`config.mk`:
```
export PLATFORM = sky130hd
export DESIGN_NAME = imem_port_arbiter_flat
export DESIGN_NICKNAME = d
export VERILOG_FILES = /design/src/rtl/imem_port_arbiter_if.sv /design/src/rtl/imem_port_arbiter.sv /design/src/flat_wrapper.sv
export SDC_FILE = /design/constraint.sdc
export NUM_CORES = 1
export LEC_CHECK = 0
export CAP_MARGIN = 20
export CORE_AREA = 10 10 105 98
export CTS_BUF_LIST = sky130_fd_sc_hd__clkbuf_2
export DETAILED_ROUTE_END_ITERATION = 8
export DIE_AREA = 0 0 115 108
export HOLD_SLACK_MARGIN = 0.15
export PLACE_DENSITY_LB_ADDON = 0.1
export SKIP_LAST_GASP = 1
export SYNTH_ARGS = -nofsm -noshare
export SYNTH_HDL_FRONTEND = slang
export SYNTH_SLANG_ARGS = --single-unit
```
`constraint.sdc`:
```
create_clock -name clk -period 1.8 [get_ports clk]
set_input_delay 0.18 -clock clk [delete_from_list [all_inputs] [get_ports clk]]
set_output_delay 0.18 -clock clk [all_outputs]
set_load 0.02 [all_outputs]
```
`src/rtl/imem_port_arbiter_if.sv`:
```
// Bundle of the fetch, loader and instruction-memory handshakes around imem_port_arbiter.
// The slave modport is the arbiter's view; the master modport is the surrounding system's view.
interface imem_port_arbiter_if #(
    parameter int ADDR_W = 10,
    parameter int DATA_W = 32
);
    // Fetch requester (read only)
    logic              fetch_req_valid;
    logic [ADDR_W-1:0] fetch_req_addr;
    logic              fetch_req_ready;
    logic              fetch_flush;
    logic              fetch_resp_valid;
    logic [DATA_W-1:0] fetch_resp_data;

    // Loader / debug requester (read/write)
    logic              ld_req_valid;
    logic              ld_req_we;
    logic [ADDR_W-1:0] ld_req_addr;
    logic [DATA_W-1:0] ld_req_wdata;
    logic              ld_req_ready;
    logic              ld_resp_valid;
    logic [DATA_W-1:0] ld_resp_data;

    // Instruction memory port
    logic              mem_req_valid;
    logic              mem_req_ready;
    logic              mem_req_we;
    logic [ADDR_W-1:0] mem_req_addr;
    logic [DATA_W-1:0] mem_req_wdata;
    logic              mem_resp_valid;
    logic [DATA_W-1:0] mem_resp_data;

    modport slave (
        input  fetch_req_valid, fetch_req_addr, fetch_flush,
        output fetch_req_ready, fetch_resp_valid, fetch_resp_data,
        input  ld_req_valid, ld_req_we, ld_req_addr, ld_req_wdata,
        output ld_req_ready, ld_resp_valid, ld_resp_data,
        output mem_req_valid, mem_req_we, mem_req_addr, mem_req_wdata,
        input  mem_req_ready, mem_resp_valid, mem_resp_data
    );

    modport master (
        output fetch_req_valid, fetch_req_addr, fetch_flush,
        input  fetch_req_ready, fetch_resp_valid, fetch_resp_data,
        output ld_req_valid, ld_req_we, ld_req_addr, ld_req_wdata,
        input  ld_req_ready, ld_resp_valid, ld_resp_data,
        input  mem_req_valid, mem_req_we, mem_req_addr, mem_req_wdata,
        output mem_req_ready, mem_resp_valid, mem_resp_data
    );
endinterface

```
`src/rtl/imem_port_arbiter.sv`:
```
// Round-robin arbiter sharing one instruction-memory port between fetch and loader, one transaction in flight.
// Optional response watchdog enabled by defining IMEM_ARB_TIMEOUT_EN.
module imem_port_arbiter #(
    parameter int ADDR_W         = 10,
    parameter int DATA_W         = 32,
    parameter int TIMEOUT_CYCLES = 64
) (
    input  logic                  clk,
    input  logic                  rst,
    imem_port_arbiter_if.slave    bus,
    output logic                  err_timeout
);

    typedef enum logic [1:0] {
        IDLE   = 2'd0,
        WAIT_F = 2'd1,
        WAIT_L = 2'd2
    } state_t;

    localparam logic GNT_F = 1'b0;
    localparam logic GNT_L = 1'b1;

    state_t            state_q, state_d;
    logic              last_grant_q, last_grant_d;
    logic              kill_q, kill_d;
    logic              ld_we_q, ld_we_d;

    logic              fetch_resp_valid_q;
    logic [DATA_W-1:0] fetch_resp_data_q;
    logic              ld_resp_valid_q;
    logic [DATA_W-1:0] ld_resp_data_q;

    logic              grant_f;
    logic              grant_l;
    logic              accept;
    logic              timeout_hit;

    logic              mem_req_valid_w;
    logic              mem_req_we_w;
    logic [ADDR_W-1:0] mem_req_addr_w;
    logic [DATA_W-1:0] mem_req_wdata_w;
    logic              fetch_req_ready_w;
    logic              ld_req_ready_w;

    // On a tie the requester that did not win last time is granted.
    assign grant_f = bus.fetch_req_valid && (!bus.ld_req_valid || (last_grant_q == GNT_L));
    assign grant_l = bus.ld_req_valid && (!bus.fetch_req_valid || (last_grant_q == GNT_F));

    always_comb begin
        mem_req_valid_w   = 1'b0;
        mem_req_we_w      = 1'b0;
        mem_req_addr_w    = '0;
        mem_req_wdata_w   = '0;
        fetch_req_ready_w = 1'b0;
        ld_req_ready_w    = 1'b0;
        if (state_q == IDLE) begin
            if (grant_f) begin
                mem_req_valid_w   = 1'b1;
                mem_req_addr_w    = bus.fetch_req_addr;
                fetch_req_ready_w = bus.mem_req_ready;
            end else if (grant_l) begin
                mem_req_valid_w = 1'b1;
                mem_req_we_w    = bus.ld_req_we;
                mem_req_addr_w  = bus.ld_req_addr;
                mem_req_wdata_w = bus.ld_req_we ? bus.ld_req_wdata : '0;
                ld_req_ready_w  = bus.mem_req_ready;
            end
        end
    end

    assign accept = mem_req_valid_w && bus.mem_req_ready;

    always_comb begin
        state_d      = state_q;
        last_grant_d = last_grant_q;
        kill_d       = kill_q;
        ld_we_d      = ld_we_q;
        case (state_q)
            IDLE: begin
                kill_d = 1'b0;
                if (accept) begin
                    if (grant_f) begin
                        state_d      = WAIT_F;
                        last_grant_d = GNT_F;
                        // Memory still sees a fetch flushed in its issue cycle; only the response dies.
                        kill_d       = bus.fetch_flush;
                    end else begin
                        state_d      = WAIT_L;
                        last_grant_d = GNT_L;
                        ld_we_d      = bus.ld_req_we;
                    end
                end
            end
            WAIT_F: begin
                if (bus.fetch_flush) begin
                    kill_d = 1'b1;
                end
                if (bus.mem_resp_valid || timeout_hit) begin
                    state_d = IDLE;
                    kill_d  = 1'b0;
                end
            end
            WAIT_L: begin
                if (bus.mem_resp_valid || timeout_hit) begin
                    state_d = IDLE;
                end
            end
            default: begin
                state_d = IDLE;
                kill_d  = 1'b0;
            end
        endcase
    end

    always_ff @(posedge clk) begin
        if (rst) begin
            state_q      <= IDLE;
            last_grant_q <= GNT_L;
            kill_q       <= 1'b0;
            ld_we_q      <= 1'b0;
        end else begin
            state_q      <= state_d;
            last_grant_q <= last_grant_d;
            kill_q       <= kill_d;
            ld_we_q      <= ld_we_d;
        end
    end

    // Responses are registered; a flush in the response cycle also kills the fetch result.
    always_ff @(posedge clk) begin
        if (rst) begin
            fetch_resp_valid_q <= 1'b0;
            fetch_resp_data_q  <= '0;
            ld_resp_valid_q    <= 1'b0;
            ld_resp_data_q     <= '0;
        end else begin
            fetch_resp_valid_q <= (state_q == WAIT_F) && bus.mem_resp_valid
                                  && !kill_q && !bus.fetch_flush;
            if ((state_q == WAIT_F) && bus.mem_resp_valid && !kill_q && !bus.fetch_flush) begin
                fetch_resp_data_q <= bus.mem_resp_data;
            end
            ld_resp_valid_q <= (state_q == WAIT_L) && bus.mem_resp_valid;
            if ((state_q == WAIT_L) && bus.mem_resp_valid) begin
                ld_resp_data_q <= ld_we_q ? '0 : bus.mem_resp_data;
            end
        end
    end

`ifdef IMEM_ARB_TIMEOUT_EN
    localparam int CNT_W = $clog2(TIMEOUT_CYCLES + 1);

    logic [CNT_W-1:0] cnt_q, cnt_d;
    logic             err_q, err_d;

    // Counter sits at zero in IDLE, so it restarts on every entry to a wait state.
    assign timeout_hit = (state_q != IDLE) && !bus.mem_resp_valid
                         && (cnt_q == CNT_W'(TIMEOUT_CYCLES - 1));

    always_comb begin
        cnt_d = '0;
        err_d = err_q | timeout_hit;
        if (state_q != IDLE) begin
            cnt_d = cnt_q + CNT_W'(1);
        end
    end

    always_ff @(posedge clk) begin
        if (rst) begin
            cnt_q <= '0;
            err_q <= 1'b0;
        end else begin
            cnt_q <= cnt_d;
            err_q <= err_d;
        end
    end

    assign err_timeout = err_q;
`else
    logic unused_timeout_cfg;

    assign unused_timeout_cfg = (TIMEOUT_CYCLES > 0);
    assign timeout_hit        = 1'b0;
    assign err_timeout        = 1'b0;
`endif

    assign bus.mem_req_valid    = mem_req_valid_w;
    assign bus.mem_req_we       = mem_req_we_w;
    assign bus.mem_req_addr     = mem_req_addr_w;
    assign bus.mem_req_wdata    = mem_req_wdata_w;
    assign bus.fetch_req_ready  = fetch_req_ready_w;
    assign bus.ld_req_ready     = ld_req_ready_w;
    assign bus.fetch_resp_valid = fetch_resp_valid_q && !bus.fetch_flush;
    assign bus.fetch_resp_data  = fetch_resp_data_q;
    assign bus.ld_resp_valid    = ld_resp_valid_q;
    assign bus.ld_resp_data     = ld_resp_data_q;

endmodule

```
`src/flat_wrapper.sv`:
```
// flat-port wrapper written by rule: the top's interface ports become plain ports
module imem_port_arbiter_flat 
#(
    parameter int ADDR_W         = 10,
    parameter int DATA_W         = 32,
    parameter int TIMEOUT_CYCLES = 64
)
  (clk, rst, err_timeout, bus_fetch_req_valid, bus_fetch_req_addr, bus_fetch_flush, bus_fetch_req_ready, bus_fetch_resp_valid, bus_fetch_resp_data, bus_ld_req_valid, bus_ld_req_we, bus_ld_req_addr, bus_ld_req_wdata, bus_ld_req_ready, bus_ld_resp_valid, bus_ld_resp_data, bus_mem_req_valid, bus_mem_req_we, bus_mem_req_addr, bus_mem_req_wdata, bus_mem_req_ready, bus_mem_resp_valid, bus_mem_resp_data);
  imem_port_arbiter_if #(.ADDR_W(ADDR_W), .DATA_W(DATA_W)) bus_i ();
  input  logic clk;
  input  logic rst;
  output logic err_timeout;
  input wire logic [$bits(bus_i.fetch_req_valid)-1:0] bus_fetch_req_valid;
  input wire logic [$bits(bus_i.fetch_req_addr)-1:0] bus_fetch_req_addr;
  input wire logic [$bits(bus_i.fetch_flush)-1:0] bus_fetch_flush;
  output wire logic [$bits(bus_i.fetch_req_ready)-1:0] bus_fetch_req_ready;
  output wire logic [$bits(bus_i.fetch_resp_valid)-1:0] bus_fetch_resp_valid;
  output wire logic [$bits(bus_i.fetch_resp_data)-1:0] bus_fetch_resp_data;
  input wire logic [$bits(bus_i.ld_req_valid)-1:0] bus_ld_req_valid;
  input wire logic [$bits(bus_i.ld_req_we)-1:0] bus_ld_req_we;
  input wire logic [$bits(bus_i.ld_req_addr)-1:0] bus_ld_req_addr;
  input wire logic [$bits(bus_i.ld_req_wdata)-1:0] bus_ld_req_wdata;
  output wire logic [$bits(bus_i.ld_req_ready)-1:0] bus_ld_req_ready;
  output wire logic [$bits(bus_i.ld_resp_valid)-1:0] bus_ld_resp_valid;
  output wire logic [$bits(bus_i.ld_resp_data)-1:0] bus_ld_resp_data;
  output wire logic [$bits(bus_i.mem_req_valid)-1:0] bus_mem_req_valid;
  output wire logic [$bits(bus_i.mem_req_we)-1:0] bus_mem_req_we;
  output wire logic [$bits(bus_i.mem_req_addr)-1:0] bus_mem_req_addr;
  output wire logic [$bits(bus_i.mem_req_wdata)-1:0] bus_mem_req_wdata;
  input wire logic [$bits(bus_i.mem_req_ready)-1:0] bus_mem_req_ready;
  input wire logic [$bits(bus_i.mem_resp_valid)-1:0] bus_mem_resp_valid;
  input wire logic [$bits(bus_i.mem_resp_data)-1:0] bus_mem_resp_data;
  assign bus_i.fetch_req_valid = bus_fetch_req_valid;
  assign bus_i.fetch_req_addr = bus_fetch_req_addr;
  assign bus_i.fetch_flush = bus_fetch_flush;
  assign bus_fetch_req_ready = bus_i.fetch_req_ready;
  assign bus_fetch_resp_valid = bus_i.fetch_resp_valid;
  assign bus_fetch_resp_data = bus_i.fetch_resp_data;
  assign bus_i.ld_req_valid = bus_ld_req_valid;
  assign bus_i.ld_req_we = bus_ld_req_we;
  assign bus_i.ld_req_addr = bus_ld_req_addr;
  assign bus_i.ld_req_wdata = bus_ld_req_wdata;
  assign bus_ld_req_ready = bus_i.ld_req_ready;
  assign bus_ld_resp_valid = bus_i.ld_resp_valid;
  assign bus_ld_resp_data = bus_i.ld_resp_data;
  assign bus_mem_req_valid = bus_i.mem_req_valid;
  assign bus_mem_req_we = bus_i.mem_req_we;
  assign bus_mem_req_addr = bus_i.mem_req_addr;
  assign bus_mem_req_wdata = bus_i.mem_req_wdata;
  assign bus_i.mem_req_ready = bus_mem_req_ready;
  assign bus_i.mem_resp_valid = bus_mem_resp_valid;
  assign bus_i.mem_resp_data = bus_mem_resp_data;
  imem_port_arbiter #(.ADDR_W(ADDR_W), .DATA_W(DATA_W), .TIMEOUT_CYCLES(TIMEOUT_CYCLES)) u_core (.clk(clk), .rst(rst), .bus(bus_i), .err_timeout(err_timeout));
endmodule
```
### After elaboration in Yosys (flattened, before gate mapping)

Index checks and enable logic that the tools add are counted.

| operators by class | value |
|---|---|
| equal/unequal tests | 5 |
| mux-type cells | 29 |
| bitwise gates (word level) | 3 |
| reduce and logical (&&, ||, !) cells | 20 |

Operator list:

| cell | count |
|---|---|
| $mux W32 | 5 |
| $mux W10 | 3 |
| $mux W1 | 16 |
| $logic_and A1 B1 Y1 | 8 |
| $mux W2 | 3 |
| $reduce_and A2 Y1 | 3 |
| $logic_not A1 Y1 | 4 |
| $ne A2 B1 Y1 const B | 2 |
| $pmux W2 S2 | 1 |
| $ne A3 B3 Y1 const B | 1 |
| $not A1 Y1 | 3 |
| $pmux W1 S3 | 1 |
| $reduce_and A3 Y1 | 1 |
| $eq A2 B1 Y1 const B | 1 |
| $eq A2 B2 Y1 const B | 1 |
| $logic_not A2 Y1 | 1 |
| $logic_or A1 B1 Y1 | 2 |
| $reduce_or A2 Y1 | 1 |

| storage, ports and cells | value |
|---|---|
| bits in registers | 71 |
| input bits | 92 |
| output and inout bits | 113 |
| word-level logic and storage cells | 65 |

### Longest topological paths before layout

| logic depth | value |
|---|---|
| depth in word-level cells | 9 |
| gate-level depth with buffers | 7 |

### Worst setup path after synthesis

OpenSTA, ideal clock, no wires.

| path | value |
|---|---|
| path type | register -> output |
| from | register u_core.state_q[0] |
| to | output bus_mem_req_addr[0] |
| arrival time | 1393 ps |
| required time | 1620 ps |
| path slack | 227 ps |
| cell stages (with the launch flop) | 7 |
| path through | dfxtp_1 inv_1 ha_1 and2_4 and2_1 buf_2 a22o_1 |

| on the way | value |
|---|---|
| cells in the longest elaborated chain, start to end | 2 |

RTL lines:

| element | line | source |
|---|---|---|
| start, declared | imem_port_arbiter.sv:23 | `state_t state_q, state_d;` |
| start signal, assigned | imem_port_arbiter.sv:122 | `state_q <= state_d;` |
| $logic_not A2 Y1 | imem_port_arbiter.sv:56 | `if (state_q == IDLE) begin` |
| $mux W10 | imem_port_arbiter.sv:56 |  |
| end, declared | flat_wrapper.sv:28 | `output wire logic [$bits(bus_i.mem_req_addr)-1:0] bus_mem_req_addr;` |

No other way between the ends.

### Final worst setup path

| path | value |
|---|---|
| from | register u_core.state_q[1] |
| to | output bus_mem_req_addr[0] |

Same word-level chain as after synthesis.

==> results.sh <==
export IMPL_status="finished with violations"
export IMPL_violations="setup timing"
export IMPL_synth_area_mux_share_pct=0.3500
export IMPL_rrSetupSlack_ps=110
export IMPL_via_per_inst=4.839
export IMPL_drt_iter0_drc=119
export IMPL_grt_pass1_wl_um=18240
export IMPL_portBuffers=203
export IMPL_synth_top_area_share_pct=49.69
export IMPL_clock_sinks=71
export IMPL_crit_required_ps=1620
export IMPL_holdWs_ps=237.4
export IMPL_synth_top_family_by_area="compound AO/OA/AOI/OAI gates"
export IMPL_finalMaxSlewViolations=0
export IMPL_path_class="flop to primary output"
export IMPL_firstDrtPassIters=4
export IMPL_synth_ff_type="dfxtp_1"
export IMPL_finalCritPeriodShare_pct=109.7
export IMPL_fill_cells=661
export IMPL_wl_per_cell_um=18.92
export IMPL_synthCells=311
export IMPL_path_clk_slew_ps=230
export IMPL_fp_row_count=32
export IMPL_startpoint_type="flop"
export IMPL_routabilityCongestion=0.7990
export IMPL_grt_max_degree=30
export IMPL_cts_tree="done"
export IMPL_detail_route_antenna_nets=0
export IMPL_syn_avg_cell_area_um2=9.197
export IMPL_synth_area_um2=2860
export IMPL_tightest_slew_ps=564.8
export IMPL_routed_wl_um=12200
export IMPL_synth_edf_count=0
export IMPL_hpwl_um=8677
export IMPL_hold_viol=0
export IMPL_cap_viol_max_count=0
export IMPL_start_util_pct=34.68
export IMPL_yosys_area_share_xor_xnor_pct=0
export IMPL_synth_area_leader_cell="dfxtp_1"
export IMPL_hold_path_class="input port to flop"
export IMPL_htreeDepth=3
export IMPL_syn_to_final_growth_pct=94.44
export IMPL_die_w_um=115
export IMPL_grt_setup_unrepaired="yes"
export IMPL_pre_cts_ws_ps=-394.0
export IMPL_regArea_um2=1424
export IMPL_setup_viol=46
export IMPL_route_detailed_drc=0
export IMPL_async_flop_share_pct=0
export IMPL_drive_gt1_share_pct=26.70
export IMPL_antenna_found_initial=0
export IMPL_antenna_cells=0
export IMPL_cts_path_max_buffers=2
export IMPL_vias=3121
export IMPL_p_per_area_nw_per_um2=669.9
export IMPL_synth_cell_types=31
export IMPL_core_area_um2=8248
export IMPL_synthSimpleGateAreaFrac_pct=21.13
export IMPL_syn_num_nets=406
export IMPL_numCtsBuffers=9
export IMPL_ys_top_cells_by_area="dfxtp_1, a22o_1, nand2_1"
export IMPL_yosysSeqAreaShare_pct=49.69
export IMPL_fmax_mhz=506.3
export IMPL_nets=633
export IMPL_die_area_um2=12420
export IMPL_track_usage_pct=18.58
export IMPL_maxSlewHeadroom_pct=62.26
export IMPL_grt_ovfl_total=0
export IMPL_vdd_drop_max_uv=438.1
export IMPL_io_pin_count=205
export IMPL_crit_path_end_kind="primary output"
export IMPL_skew_ps=46.32
export IMPL_ys_warn_count=0
export IMPL_dieHeight_um=108
export IMPL_arrival_ps=1800
export IMPL_multi_input_area_um2=1458
export IMPL_min_period_ps=1975
export IMPL_synthAdderAreaFrac_pct=1.312
export IMPL_synth_compound_area_share_pct=21.35
export IMPL_leakage_nw=2.444
export IMPL_cp_max_fo=6
export IMPL_ys_ff_latch=71
export IMPL_root_buffer="clkbuf_2"
export IMPL_setup_ws_ps=-175.2
export IMPL_clk_latency_ps=490
export IMPL_grt_pass1_vias=3220
[final cells by class]
type	instances	share of cell area (%)
flip-flops and latches	71	25.60
clock inverters	7	1.710
clock buffers	9	0.8099
repair buffers	234	43.10
inverters	4	0.2700
multi-input cells	218	26.21
well taps	102	2.295
[sequential cells by signal, indices dropped and copies added, names as in the netlist]
signal	cells
u_core.bus.fetch_resp_data	32
u_core.bus.ld_resp_data	32
u_core.state_q	2
u_core.bus.ld_resp_valid	1
u_core.fetch_resp_valid_q	1
u_core.kill_q	1
u_core.last_grant_q	1
u_core.ld_we_q	1
[per-layer routing]
layer  global-route usage (%)  share of wire (%)  vias to the layer above
met5                        0                  0                        -
met4                    4.859                1.7                        0
met3                    7.863                8.3                       14
met2                    28.90                 48                      108
met1                    23.20                 42                     1465
li1                         -                  -                     1534
[kinds of logic after synthesis]
logic type                 count (synthesis)
AOI/OAI and AO/OA                         86
adders and majority gates                  3
buffers and inverters                     28
DFF                                       71
muxes                                      1
other                                      1
and+or+nand+nor                          121
[report_power, final]
group	leakage [nW]	total [mW]	internal, mW	switching [mW]
Clock	0.0823	1.04	0.462	0.581
Combinational	1.79	1.04	0.583	0.459
Sequential	0.574	1.64	1.62	0.0226
[per-stage QoR]
step                      area (um2)  setup TNS (ps)  power [mW]  cells  util (%)
after floorplan                 2860               0       2.035    311         -
after global placement          5064          -16710       2.542    614     61.39
after detailed placement        5064          -18350       2.549    614     61.39
after CTS                       5475           -8265       3.738    640     66.38
after global routing            5562          -13100       3.908    645     67.43
final                           5562           -5905       3.726    645     67.43
[layout by cell type, fill, tap and decap left out, drive strengths merged, types with 2 or more instances in the layout]
cell type and n:
and3 7, inv 5, clkdlybuf4s50 141, dlymetal6s2s 14, a21oi 36, bufinv 2
ha 3, nand2 69, clkbuf 9, o211ai 2, dfxtp 71, nor2 4
buf 77, and2 36, nor2b 3, clkinv 3, nand4 2, a22o 42
o21ai 2
[repair_timing]
item,4_1_cts,5_1_grt
pin swaps,37,6
endpoints found under the hold margin,0,2
cloned,6,0
hold buffers,0,1
buffers inserted,5,4
resized for setup,327,17
setup endpoints to repair,79,60
[cells in the mapped netlist, types with 2 or more instances]
library cell	instances
dfxtp_1	71
nand2_1	69
a22o_1	42
a21oi_1	35
and2_1	34
buf_2	12
buf_4	8
inv_1	4
nor2_1	4
buf_6	3
ha_1	3
nor2b_1	3
and3_1	2
nand4_1	2
o211ai_1	2
o21ai_0	2
[critical path: stages (launching register included)]
cell and delay (ps):
dfxtp_2 380, inv_2 50, ha_4 150, buf_6 110, and3_4 190, buf_12 130, a22o_1 190, buf_6 130
[final timing paths]
kind	end	start	cells past startpoint
worst max register to register	u_core.bus.fetch_resp_data[0]	u_core.state_q[1]	9
worst min register to register	u_core.bus.fetch_resp_data[27]	u_core.bus.fetch_resp_data[27]	2
worst max-delay path	bus_mem_req_addr[0]	u_core.state_q[1]	7
worst min-delay path	u_core.bus.fetch_resp_data[30]	bus_mem_resp_data[30]	3
Power figures use the tool's default switching activity.
==> edit, RTL diff (same flow settings) <==
Encoding of `state_t`: now one-hot (3 bits for 3 states).
--- a/src/rtl/imem_port_arbiter.sv
+++ b/src/rtl/imem_port_arbiter.sv
@@ -13,6 +13,6 @@
 
-    typedef enum logic [1:0] {
-        IDLE   = 2'd0,
-        WAIT_F = 2'd1,
-        WAIT_L = 2'd2
+    typedef enum logic [2:0] {
+        IDLE   = 3'b001,
+        WAIT_F = 3'b010,
+        WAIT_L = 3'b100
     } state_t;
Behaviour: no difference found for any inputs over 4 cycles, from zero or initial values and one cycle with rst high; so few cycles prove little.
==> edit against the unedited design <==
- the run still ends with setup timing left
- worst setup slack got worse by 0.063 ns
- global-route usage fell by 2.2 points
- clock skew fell by 0.022 ns
- power fell by 5.7%
- cell area fell by 4.8%
- area after synthesis fell by 0.31%
- sequential cell count rose by 1
- routed wire length fell by 6.9%
- critical endpoint is now bus_mem_req_wdata[17]
- largest cell class unchanged
==> edit: results (changes against the unedited design) <==
Detailed routing
  • DR iter-0 viols: 118 (-0.84%)
  • Pre-antenna DRT Iters: 4 (unchanged)
  • # DRC: 0 (unchanged)
  • Via/cell ratio: 4.92 (+1.6%)
  • Final wirelength: 11400 um (-6.9%)

Setup path
  • Worst-path fanout max: 23 (+17)
  • Worst EP arrival: 1.86 ns (+0.06 ns)
  • Setup slack, reg-to-reg: 0.13 ns (+0.02 ns)
  • FF-to-FF path depth: 6 (-3)
  • Reg2reg start: u_core.state_q[0]
  • R2r endpoint: u_core.bus.fetch_resp_data[10]

Global routing
  • M2 GR Usage: 0.286 (-0.00322)
  • Antenna violations before repair: 0 (unchanged)
  • GR Util met3: 0.0703 (-0.00831)
  • Gr usage total: 0.164 (-0.0216)
  • Global-route wire length before repair: 16500 um (-9.3%)
  • Largest net degree at the start of global routing: 34 (+13%)
  • Vias in the first global route: 3123 (-3.0%)
  • Grt met1 use: 0.183 (-0.0486)

Clocking
  • CTS max path bufs: 2 (unchanged)
  • H-tree Lvls: 3 (unchanged)
  • Root Buffer: clkbuf_2
  • Worst-Skew Late Latency: 0.50 ns
  • Clk slew on worst S/H paths: 0.21 ns (-0.02 ns)
  • TritonCTS Buffers: 9 (unchanged)

Worst hold path
  • Min-Delay Path Depth: 3 (unchanged)
  • Hold Crit Start: bus_mem_resp_data[29]
  • Worst Hold Path EP: u_core.bus.fetch_resp_data[29]
  • Hold WC Path Type: in -> reg

Pwr
  • Leak: 2.20 nW (-9.9%)
  • Worst vdd ir: 0.000417 V (-4.7%)

Outcome
  • Status: finished with violations
  • Failing checks: setup timing

Yosys
  • Yosys cell types: 33 (+6.5%)
  • Ys Warns: 0 (unchanged)
  • Synth top cells by count: dfxtp_1, nand2_1, a22o_1
  • Sequential share of the synthesized area: 0.505 (+0.00855)
  • Fraction of registers with async set/reset: 0 (unchanged)
  • Largest cells by area after synthesis: dfxtp_1, a22o_1, nand2_1
  • Synth Net Count: 411 (+1.2%)

STA
  • Worst Setup Slack, final: -0.238 ns (-0.0627 ns)
  • Clock skew: 0.0241 ns (-0.0222 ns)
  • # setup viols final: 46 (unchanged)
  • Setup TNS Final: -9.34 ns (-3.43 ns)

Placed design
  • Area post-placement: 0.00514 sq mm (+1.4%)
  • HPWL after detailed placement: 8840 um (+1.9%)
  • Final Wtd Congestion: 0.792 (-0.83%)
  • PortBufs: 203 (unchanged)

Final layout
  • Nets: 628 (-0.79%)
  • # diodes: 0 (unchanged)
  • Fillers: 748 (+13%)
  • Layout cells sized above 1: 0.196 (-0.0707)
[edit: worst max-delay path, stage by stage, from the launching register on]
cell,delay [ns]
dfxtp_2,0.37
nor3b_4,0.25
and3_4,0.26
buf_12,0.15
and3_1,0.19
buf_4,0.15
[edit: kinds of logic (layout without fill, tap and decap cells)]
group           Yosys count  after routing  synth area share
buf+inv                  32            253            0.0570
flops                    72             72             0.505
other cells               1              1           0.00132
simple gates            127            127             0.219
compound gates           87             87             0.217
[edit: worst max-delay path by stage]
| stage | start | to | slack, ns | depth (start not counted) |
|---|---|---|---|---|
| 6_report | u_core.state_q[2] | bus_mem_req_wdata[17] | -0.24 | 5 |
| 5_1_grt | u_core.state_q[2] | bus_mem_req_addr[6] | -0.32 | 6 |
| 4_1_cts | u_core.state_q[1] | bus_mem_req_wdata[0] | -0.28 | 6 |
| 3_5_place_dp | bus_fetch_req_valid | bus_mem_req_wdata[26] | -0.30 | 6 |
| 3_3_place_gp | bus_ld_req_valid | bus_mem_req_wdata[17] | -0.30 | 5 |
| 2_1_floorplan | u_core.state_q[0] | bus_mem_req_wdata[10] | 0.23 | 5 |
[edit: layout make-up]
type / count / area share
Timing Repair Buffer: 235 / 0.434
Sequential cell: 72 / 0.273
Multi-Input combinational cell: 215 / 0.247
Tap cell: 102 / 0.0241
Clock inverter: 6 / 0.0113
Clock buffer: 9 / 0.00851
Inverter: 3 / 0.00213
[edit: metal layers]
metal	vias to the layer above	wire length, um	share of wire
li1	1558	-	-
met1	1485	4370	0.38
met2	103	5840	0.51
met3	11	1060	0.093
met4	0	94	0.0083
met5	-	0	0
[edit: power breakdown]
part	total (mW)	switching, mW	leakage (nW)	internal, mW
registers	1.64	0.0154	0.581	1.62
clock network	0.881	0.572	0.0656	0.309
logic	0.997	0.435	1.55	0.562
[edit: what timing repair did]
action / CTS / global route
pin swaps: 3 / 12
setup endpoints to repair: 46 / 47
resized for setup: 243 / 17
gates cloned: 1 / 1
setup buffers: 2 / 4
[edit: metrics by stage]
stage	hold WS [ns]	cells	util	setup WS (ns)
5_1_grt	0.209	642	0.642	-0.324
3_3_place_gp	0.442	620	0.623	-0.303
6_report	0.233	642	0.642	-0.238
3_5_place_dp	0.445	620	0.623	-0.297
4_1_cts	0.213	638	0.634	-0.284
2_1_floorplan	0.306	319	-	0.235
